===== config.mk =====
export PLATFORM = sky130hd
export DESIGN_NAME = stat_seq_ctrl
export DESIGN_NICKNAME = d
export VERILOG_FILES = /design/src/rtl/stat_seq_ctrl.sv
export SDC_FILE = /design/constraint.sdc
export NUM_CORES = 1
export LEC_CHECK = 0
export CAP_MARGIN = 20
export CORE_AREA = 2 2 162 117
export CTS_BUF_LIST = sky130_fd_sc_hd__clkbuf_2
export CTS_CLUSTER_DIAMETER = 120
export DETAILED_ROUTE_END_ITERATION = 8
export DIE_AREA = 0 0 164 119
export PLACE_DENSITY = 0.89
export SYNTH_ARGS = -nofsm -noshare
export SYNTH_HDL_FRONTEND = slang
export SYNTH_SLANG_ARGS = --single-unit

===== constraint.sdc =====
create_clock -name clk -period 6.7 [get_ports clk]
set_clock_uncertainty 0.15 [all_clocks]
set_input_delay 1.34 -clock clk [delete_from_list [all_inputs] [get_ports clk]]
set_output_delay 1.34 -clock clk [all_outputs]
set_load 0.02 [all_outputs]

===== src/rtl/stat_seq_ctrl.sv =====
`default_nettype none
// ============================================================================
// Module      : stat_seq_ctrl
// Description : Streams a sample batch through the shared statistical unit
//               and reports mean, maximum and minimum.
//               Optional define STAT_SEQ_RANGE_EN adds range_out.
// Revision    : 1.0 - initial release
// ============================================================================
module stat_seq_ctrl #(
    parameter int CNT_W = 8
) (
    input  logic                clk,
    input  logic                rst_n,
    input  logic                start,
    input  logic [CNT_W-1:0]    count,
    input  logic                s_valid,
    input  logic signed [15:0]  s_data,
    output logic                s_ready,
    output logic signed [15:0]  su_a,
    output logic signed [15:0]  su_b,
    output logic [2:0]          su_op_sel,
    input  logic signed [31:0]  su_result,
    output logic                m_valid,
    input  logic                m_ready,
    output logic signed [15:0]  mean_out,
    output logic signed [15:0]  max_out,
    output logic signed [15:0]  min_out,
`ifdef STAT_SEQ_RANGE_EN
    output logic signed [16:0]  range_out,
`endif
    output logic                busy,
    output logic                err
);

    localparam int c_sum_w  = 16 + CNT_W;
    localparam int c_dcnt_w = $clog2(c_sum_w + 1);

    localparam logic [2:0] c_idle    = 3'd0;
    localparam logic [2:0] c_wait    = 3'd1;
    localparam logic [2:0] c_do_max  = 3'd2;
    localparam logic [2:0] c_do_min  = 3'd3;
    localparam logic [2:0] c_divide  = 3'd4;
    localparam logic [2:0] c_done    = 3'd5;

    localparam logic [2:0] c_op_max  = 3'b001;
    localparam logic [2:0] c_op_min  = 3'b010;
    localparam logic [2:0] c_op_idle = 3'b111;

    logic [2:0]                  r_state;
    logic [CNT_W-1:0]            r_count;
    logic [CNT_W-1:0]            r_idx;
    logic signed [c_sum_w-1:0]   r_sum;
    logic signed [15:0]          r_cur;
    logic signed [15:0]          r_max;
    logic signed [15:0]          r_min;
    logic [c_sum_w-1:0]          r_quo;
    logic [CNT_W-1:0]            r_rem;
    logic [c_dcnt_w-1:0]         r_div_cnt;

    logic [c_sum_w-1:0]          w_abs_sum;
    logic                        w_first;
    logic [c_sum_w-1:0]          w_dvd;
    logic [CNT_W-1:0]            w_rem_in;
    logic [CNT_W:0]              w_trial;
    logic [CNT_W:0]              w_diff;
    logic                        w_ge;
    logic [CNT_W-1:0]            w_rem_nxt;
    logic [c_sum_w-1:0]          w_mean_full;
    logic                        w_unused;

    // The first divide step pulls the dividend straight from |sum| and
    // starts from a zero remainder, so no separate load cycle is needed.
    assign w_abs_sum   = r_sum[c_sum_w-1] ? (~r_sum + c_sum_w'(1)) : r_sum;
    assign w_first     = (r_div_cnt == '0);
    assign w_dvd       = w_first ? w_abs_sum : r_quo;
    assign w_rem_in    = w_first ? '0 : r_rem;
    assign w_trial     = {w_rem_in, w_dvd[c_sum_w-1]};
    assign w_diff      = w_trial - {1'b0, r_count};
    assign w_ge        = (w_trial >= {1'b0, r_count});
    assign w_rem_nxt   = w_ge ? w_diff[CNT_W-1:0] : w_trial[CNT_W-1:0];
    assign w_mean_full = r_sum[c_sum_w-1] ? (~r_quo + c_sum_w'(1)) : r_quo;
    assign w_unused    = ^{su_result[31:16], w_mean_full[c_sum_w-1:16], w_diff[CNT_W]};

    always_ff @(posedge clk) begin
        if (!rst_n) begin
            r_state   <= c_idle;
            r_count   <= '0;
            r_idx     <= '0;
            r_sum     <= '0;
            r_cur     <= '0;
            r_max     <= '0;
            r_min     <= '0;
            r_quo     <= '0;
            r_rem     <= '0;
            r_div_cnt <= '0;
            s_ready   <= 1'b0;
            su_a      <= '0;
            su_b      <= '0;
            su_op_sel <= c_op_idle;
            m_valid   <= 1'b0;
            mean_out  <= '0;
            max_out   <= '0;
            min_out   <= '0;
`ifdef STAT_SEQ_RANGE_EN
            range_out <= '0;
`endif
            busy      <= 1'b0;
            err       <= 1'b0;
        end else begin
            err <= 1'b0;
            case (r_state)
                c_idle: begin
                    if (start) begin
                        if (count == '0) begin
                            err <= 1'b1;
                        end else begin
                            r_count <= count;
                            r_idx   <= '0;
                            r_sum   <= '0;
                            s_ready <= 1'b1;
                            busy    <= 1'b1;
                            r_state <= c_wait;
                        end
                    end
                end
                c_wait: begin
                    if (s_valid) begin
                        r_sum <= r_sum + {{CNT_W{s_data[15]}}, s_data};
                        r_cur <= s_data;
                        r_idx <= r_idx + CNT_W'(1);
                        if (r_idx == '0) begin
                            r_max <= s_data;
                            r_min <= s_data;
                            if (r_count == CNT_W'(1)) begin
                                s_ready   <= 1'b0;
                                r_div_cnt <= '0;
                                r_state   <= c_divide;
                            end
                        end else begin
                            s_ready   <= 1'b0;
                            su_a      <= s_data;
                            su_b      <= r_max;
                            su_op_sel <= c_op_max;
                            r_state   <= c_do_max;
                        end
                    end
                end
                c_do_max: begin
                    r_max     <= su_result[15:0];
                    su_a      <= r_cur;
                    su_b      <= r_min;
                    su_op_sel <= c_op_min;
                    r_state   <= c_do_min;
                end
                c_do_min: begin
                    r_min     <= su_result[15:0];
                    su_a      <= '0;
                    su_b      <= '0;
                    su_op_sel <= c_op_idle;
                    if (r_idx == r_count) begin
                        r_div_cnt <= '0;
                        r_state   <= c_divide;
                    end else begin
                        s_ready <= 1'b1;
                        r_state <= c_wait;
                    end
                end
                c_divide: begin
                    // One quotient bit per step, then a final cycle applies the sign.
                    if (r_div_cnt == c_dcnt_w'(c_sum_w)) begin
                        mean_out <= w_mean_full[15:0];
                        max_out  <= r_max;
                        min_out  <= r_min;
`ifdef STAT_SEQ_RANGE_EN
                        range_out <= {r_max[15], r_max} - {r_min[15], r_min};
`endif
                        m_valid  <= 1'b1;
                        r_state  <= c_done;
                    end else begin
                        r_quo     <= {w_dvd[c_sum_w-2:0], w_ge};
                        r_rem     <= w_rem_nxt;
                        r_div_cnt <= r_div_cnt + c_dcnt_w'(1);
                    end
                end
                c_done: begin
                    if (m_ready) begin
                        m_valid <= 1'b0;
                        busy    <= 1'b0;
                        r_state <= c_idle;
                    end
                end
                default: begin
                    r_state <= c_idle;
                end
            endcase
        end
    end

endmodule
`default_nettype wire


; ---- After elaboration in Yosys (flattened, before gate mapping)
; Index checks and enable logic that the tools add are counted.
[classes]
n_eq_ne = 20
addsub = 6
shifts = 0
n_lt_le_gt_ge = 1
mul = 0
div_mod_pow = 0
n_reduce_logical = 26
bitwise_logic = 4
mux = 53
[op_table]
columns = cell, n
row1 = two-way mux 24 bit, 5
row2 = two-way mux 16 bit, 7
row3 = case mux 16 bit (3 select lines), 2
row4 = case mux 16 bit (2 select lines), 2
row5 = case mux 24 bit (2 select lines), 1
row6 = two-way mux 8 bit, 5
row7 = two-way mux 3 bit, 10
row8 = two-way mux 5 bit, 5
row9 = adder 24 x 2 -> 24 bit (second input constant), 1
row10 = adder 24 bit, 1
row11 = inverter 24 bit, 1
row12 = != test 2 bit (second input constant), 11
row13 = case mux 3 bit (6 select lines), 1
row14 = AND reduction 3 bit, 6
row15 = AND reduction 6 bit, 3
row16 = adder 16 x 1 -> 16 bit (second input constant), 1
row17 = logical NOT 8 bit, 2
row18 = inverter 16 bit, 1
row19 = case mux 8 bit (2 select lines), 1
row20 = case mux 5 bit (3 select lines), 1
row21 = nonzero test 2 bit, 5
row22 = >= comparator 9 x 8 -> 1 bit, 1
row23 = two-way mux 1 bit, 9
row24 = case mux 3 bit (3 select lines), 1
row25 = 18 further kinds, 27
[totals]
mem_count = 0
latchBits = 0
input_bits = 61
output_inout_bits = 87
rom_bits = 0
ram_bits = 0
elab_cells = 130
register_bits = 215

; ---- Depth between registers and ports, before layout
[depth]
word_depth = 6
depth_mapped = 17
mapped_depth_nobuf = 16

; ---- Least setup slack after synthesis
; No wires, ideal clock.
[synth_path]
path_type = register to register
start = register r_div_cnt[0]
end = register r_rem[0]
n_path_buf = 3
stages_incl_launch_ff = 17
setup_ns = 0.122
t_arrival_ns = 3.300
required_ns = 6.428
synth_period_minus_slack_ns = 3.572
setup_slack_ns = 3.128
cell_sequence = dfxtp_1 > inv_1 > ha_1 > nand2b_1 > or3_1 > clkbuf_1 > buf_4 > clkbuf_1 > and2_1 > ha_1 > nor2b_1 > o21a_1 > o21ai_0 > a21oi_1 > a211oi_2 > nor4_1 > a311o_1
[synth_between]
elab_chain_cells = 4
word_cells_on_any_way = 9
classes_between = add/sub: 1 / order compare: 1 / eq/ne: 1 / mux: 3 / bitwise: 1 / reduce/logical: 2
[synth_rtl]
columns = item, line_no
row1 = "start, declared", 58  ; logic [c_dcnt_w-1:0] r_div_cnt;
row2 = "start signal, assigned", 182  ; r_div_cnt <= r_div_cnt + c_dcnt_w'(1);
row3 = logical NOT 5 bit, 74  ; assign w_first = (r_div_cnt == '0);
row4 = two-way mux 24 bit or two-way mux 8 bit (tied branches), "75, 76"
row5 = subtractor 8 bit or >= comparator 9 x 8 -> 1 bit (tied branches), "78, 79"
row6 = two-way mux 8 bit, 80  ; assign w_rem_nxt = w_ge ? w_diff[CNT_W-1:0] : w_trial[CNT_W-1:0];
row7 = "end signal, assigned", 181  ; r_rem <= w_rem_nxt;
row8 = "end, declared", 57  ; logic [CNT_W-1:0] r_rem;
; Parallel ways exist; a longest one is shown, timed or not.
; A chain may end at the register's enable or synchronous reset.

; ---- Worst setup path after layout
[layout_path]
start = register r_div_cnt[0]
end = register r_rem[5]
; Same word-level chain as after synthesis.

==> impl_metrics.ini <==
[synthesis]
syn_nets = 1495
synthCells = 1395
seq_area_frac_synth = 0.394
synth_warnings = 0
async_reset_ff_frac = 0
yosysUniqueCellTypes = 60
synth-edff-count = 0
synth_largest_area_cell = dfxtp_1
avgSynthCellArea_sq_um = 7.84
synth_area_sq_mm = 0.0109
ys_ff_latch = 215
yosysTopAreaCellShare = 0.394
ys_top_cells_by_area = dfxtp_1 39%, nand2_1 8.2%, nor2_1 6.9%
ys.flop_type = dfxtp_1

[sta]
rsz0062_at_grt = no
finalSetupTns_ns = 0
final_max_slew_viol_count = 0
fin_crit_ns = 4.21
finalCritPeriodShare = 0.629
finalSetupViolCount = 0
relSlewSlack = 0.278
hold_viol = 0
max_freq_mhz = 237
tightest_slew_ns = 1.08

[power]
p_comb_frac = 0.299
pwr-share-clk = 0.253
power_frac_seq = 0.448
p_sw_uw = 1310
power.leakage_uw = 0.00480
peakVddDrop_uv = 166
switching_share = 0.383
pwr_density_cell_mw_per_mm2 = 266
power.internal_uw = 2110

[floorplan]
core.rowCount = 42
die_w_um = 164
core_sq_mm = 0.0182
die_area_sq_mm = 0.0195
start_util = 0.600
boundaryPins = 148
dieHeight_um = 119

[clock_network]
clk_pin_slew_ns = 0.10
tritoncts = built
clk_latency_ns = 0.78
h-tree-depth = 2
postCtsHoldBufs = 0
cts_resized = 0
cts_setup_buffers = 0
cts_buffers = 50
root_buffer = clkbuf_2
clk_path_buf_depth = 3
clock_sinks = 215

[route]
remaining_drc_errors = 0
wl_per_cell_um = 17.1
ant_nets = 0
routed_wl_mm = 30.6
first_pass_iters = 8
num_vias = 10800
drt_iter0_drc = 1311
vias_per_cell = 6.06

[worst_setup_path]
path_class = reg -> reg
r2r_slack_ns = 2.49
start_kind = register
cp_slowest_stage_delay_ns = 0.64
critical_path_required_ns = 7.23
slowest_stage = or3_1
critPathBufInv = 1
cpLargestDelayFamily = simple AND/OR/NAND/NOR gates
arrival_ns = 4.74
r2r-end = r_rem[5]
r2r_cells = 15
endpoint_kind = register
cp_cell_sequence = inv_1 -> ha_1 -> nand2b_1 -> or3_1 -> or4_1 -> nor3_1 -> a21oi_1 -> ha_1 -> nor2b_1 -> o21a_1 -> o21ai_0 -> a21oi_1 -> a211oi_2 -> and4_1 -> a22o_1
reg2reg_from = r_div_cnt[0]
cp_max_fo = 23

[placed_design]
placed_cell_area_sq_mm = 0.0123
port_buffers = 131
hpwl_mm = 21.4
gp_congestion = 0.945

[global_routing]
grt_max_degree = 94
grt_antenna_before_repair = 2
grt_overflow = 0
grt_use_total = 0.308
grt_pass1_vias = 9787
grt_pass1_wl_mm = 48.9

[run]
maxCapViolations = 0

[cells_and_area]
fin_nets = 1601
fin_area_sq_mm = 0.0128
fillers = 1449
area_growth_pct = 17.1
drive_above_1_share = 0.0714

[worst_hold_path]
hp-class = reg -> reg
hold_start = max_out[0]
whs_endpoint = max_out[0]
whs_path_depth = 2

[outcome]
outcome = finished clean
==> metal layers <==
metal,track usage,vias up,routed length (um)
li1,-,5169,-
met1,0.458,4995,13700
met2,0.431,575,12600
met3,0.0693,69,3300
met4,0.115,2,887
met5,0,-,12
==> flip-flops by register name, summed over array words and instances (netlist names) <==
register,flops
r_cur,16
err,1
su_op_sel,3
r_sum,24
r_min,16
r_quo,24
r_count,8
su_b,16
s_ready,1
su_a,16
max_out,16
m_valid,1
busy,1
r_idx,8
r_max,16
min_out,16
r_state,3
r_rem,8
mean_out,16
r_div_cnt,5
==> power by group through the flow <==
stage | logic [uW] | registers (uW) | clock network [uW]
floorplan | 751 | 1510 | 0
detailed placement | 997 | 1550 | 0
finish | 1020 | 1530 | 863
global placement | 968 | 1550 | 0
global route | 1130 | 1540 | 940
CTS | 1000 | 1520 | 879
==> Yosys cell counts, drive strengths merged (3+ instances only) <==
master and instances:
a21boi 6, o21ai 54, nand4 14, a221oi 32
a31oi 11, nor3 9, nand2b 10, a311oi 17
o21bai 4, o41ai 5, nor2 200, buf 16
xor2 50, or2 3, o21a 4, nor4 15
ha 37, clkbuf 76, a21oi 113, a22o 4
nor2b 6, o31ai 15, nand3 42, or4 4
mux2i 24, and2 11, a22oi 9, a21o 9
xnor2 23, inv 27, nand2 240, a211oi 46
o211ai 12, and3 6, dfxtp 215, or3 4
==> through the flow <==
| stage | hold slack (ns) | util | std cells | setup WS [ns] | total power [uW] |
|---|---|---|---|---|---|
| after CTS | 0.310 | 0.702 | 1783 | 2.57 | 3400 |
| after global placement | 0.293 | 0.676 | 1691 | 2.33 | 2510 |
| after detailed placement | 0.296 | 0.676 | 1691 | 2.33 | 2550 |
| after global routing | 0.324 | 0.702 | 1784 | 2.24 | 3610 |
| final | 0.306 | 0.702 | 1784 | 2.49 | 3410 |
| after floorplan | 0.286 | - | 1395 | 3.13 | 2260 |
==> cells in the final DEF (no fill, tap or decap), types with 15 or more instances in the layout <==
master,netlist,final
a211oi_1,45,44
o21ai_0,53,53
a311oi_1,17,17
inv_1,27,26
dfxtp_1,215,215
buf_4,1,15
a21oi_1,113,113
clkbuf_2,0,75
mux2i_1,24,24
nand3_1,42,42
xor2_1,50,50
xnor2_1,23,23
nand2_1,240,240
ha_1,37,37
nor2_1,200,199
a221oi_1,32,32
clkdlybuf4s50_1,0,131
==> cell families after synthesis <==
logic type,share of synthesized area
AO/OA/AOI/OAI,0.214
AND/OR/NAND/NOR,0.224
flip-flops,0.394
XOR/XNOR,0.0585
multiplexers,0.0220
buffers and inverters,0.0424
adder cells (fa/ha/maj),0.0460
==> area by class of cell <==
type | count | area [sq um] | share of cell area
timing repair buffer | 146 | 1420 | 0.111
inverter | 27 | 104 | 0.00811
antenna | 1 | 2.50 | 0.000195
multi-input combinational | 1061 | 6200 | 0.484
clock buffer | 75 | 375 | 0.0293
clock inverter | 17 | 97.6 | 0.00762
tap | 242 | 303 | 0.0236
sequential | 215 | 4300 | 0.336
==> tightest hold or removal path: stages, from the launching register on <==
cell	delay, ns
dfxtp_1	0.32
nand2_1	0.05
a21oi_1	0.05
==> worst max-delay path by stage <==
stage	cells past startpoint	from	slack, ns	endpoint
CTS	15	r_div_cnt[0]	2.57	r_rem[2]
detailed placement	9	s_data[15]	2.33	r_sum[23]
global placement	9	s_data[15]	2.33	r_sum[23]
global route	15	r_div_cnt[0]	2.24	r_rem[1]
floorplan	16	r_div_cnt[0]	3.13	r_rem[0]
finish	15	r_div_cnt[0]	2.49	r_rem[5]
No activity file was read; power rests on OpenSTA's default activity.
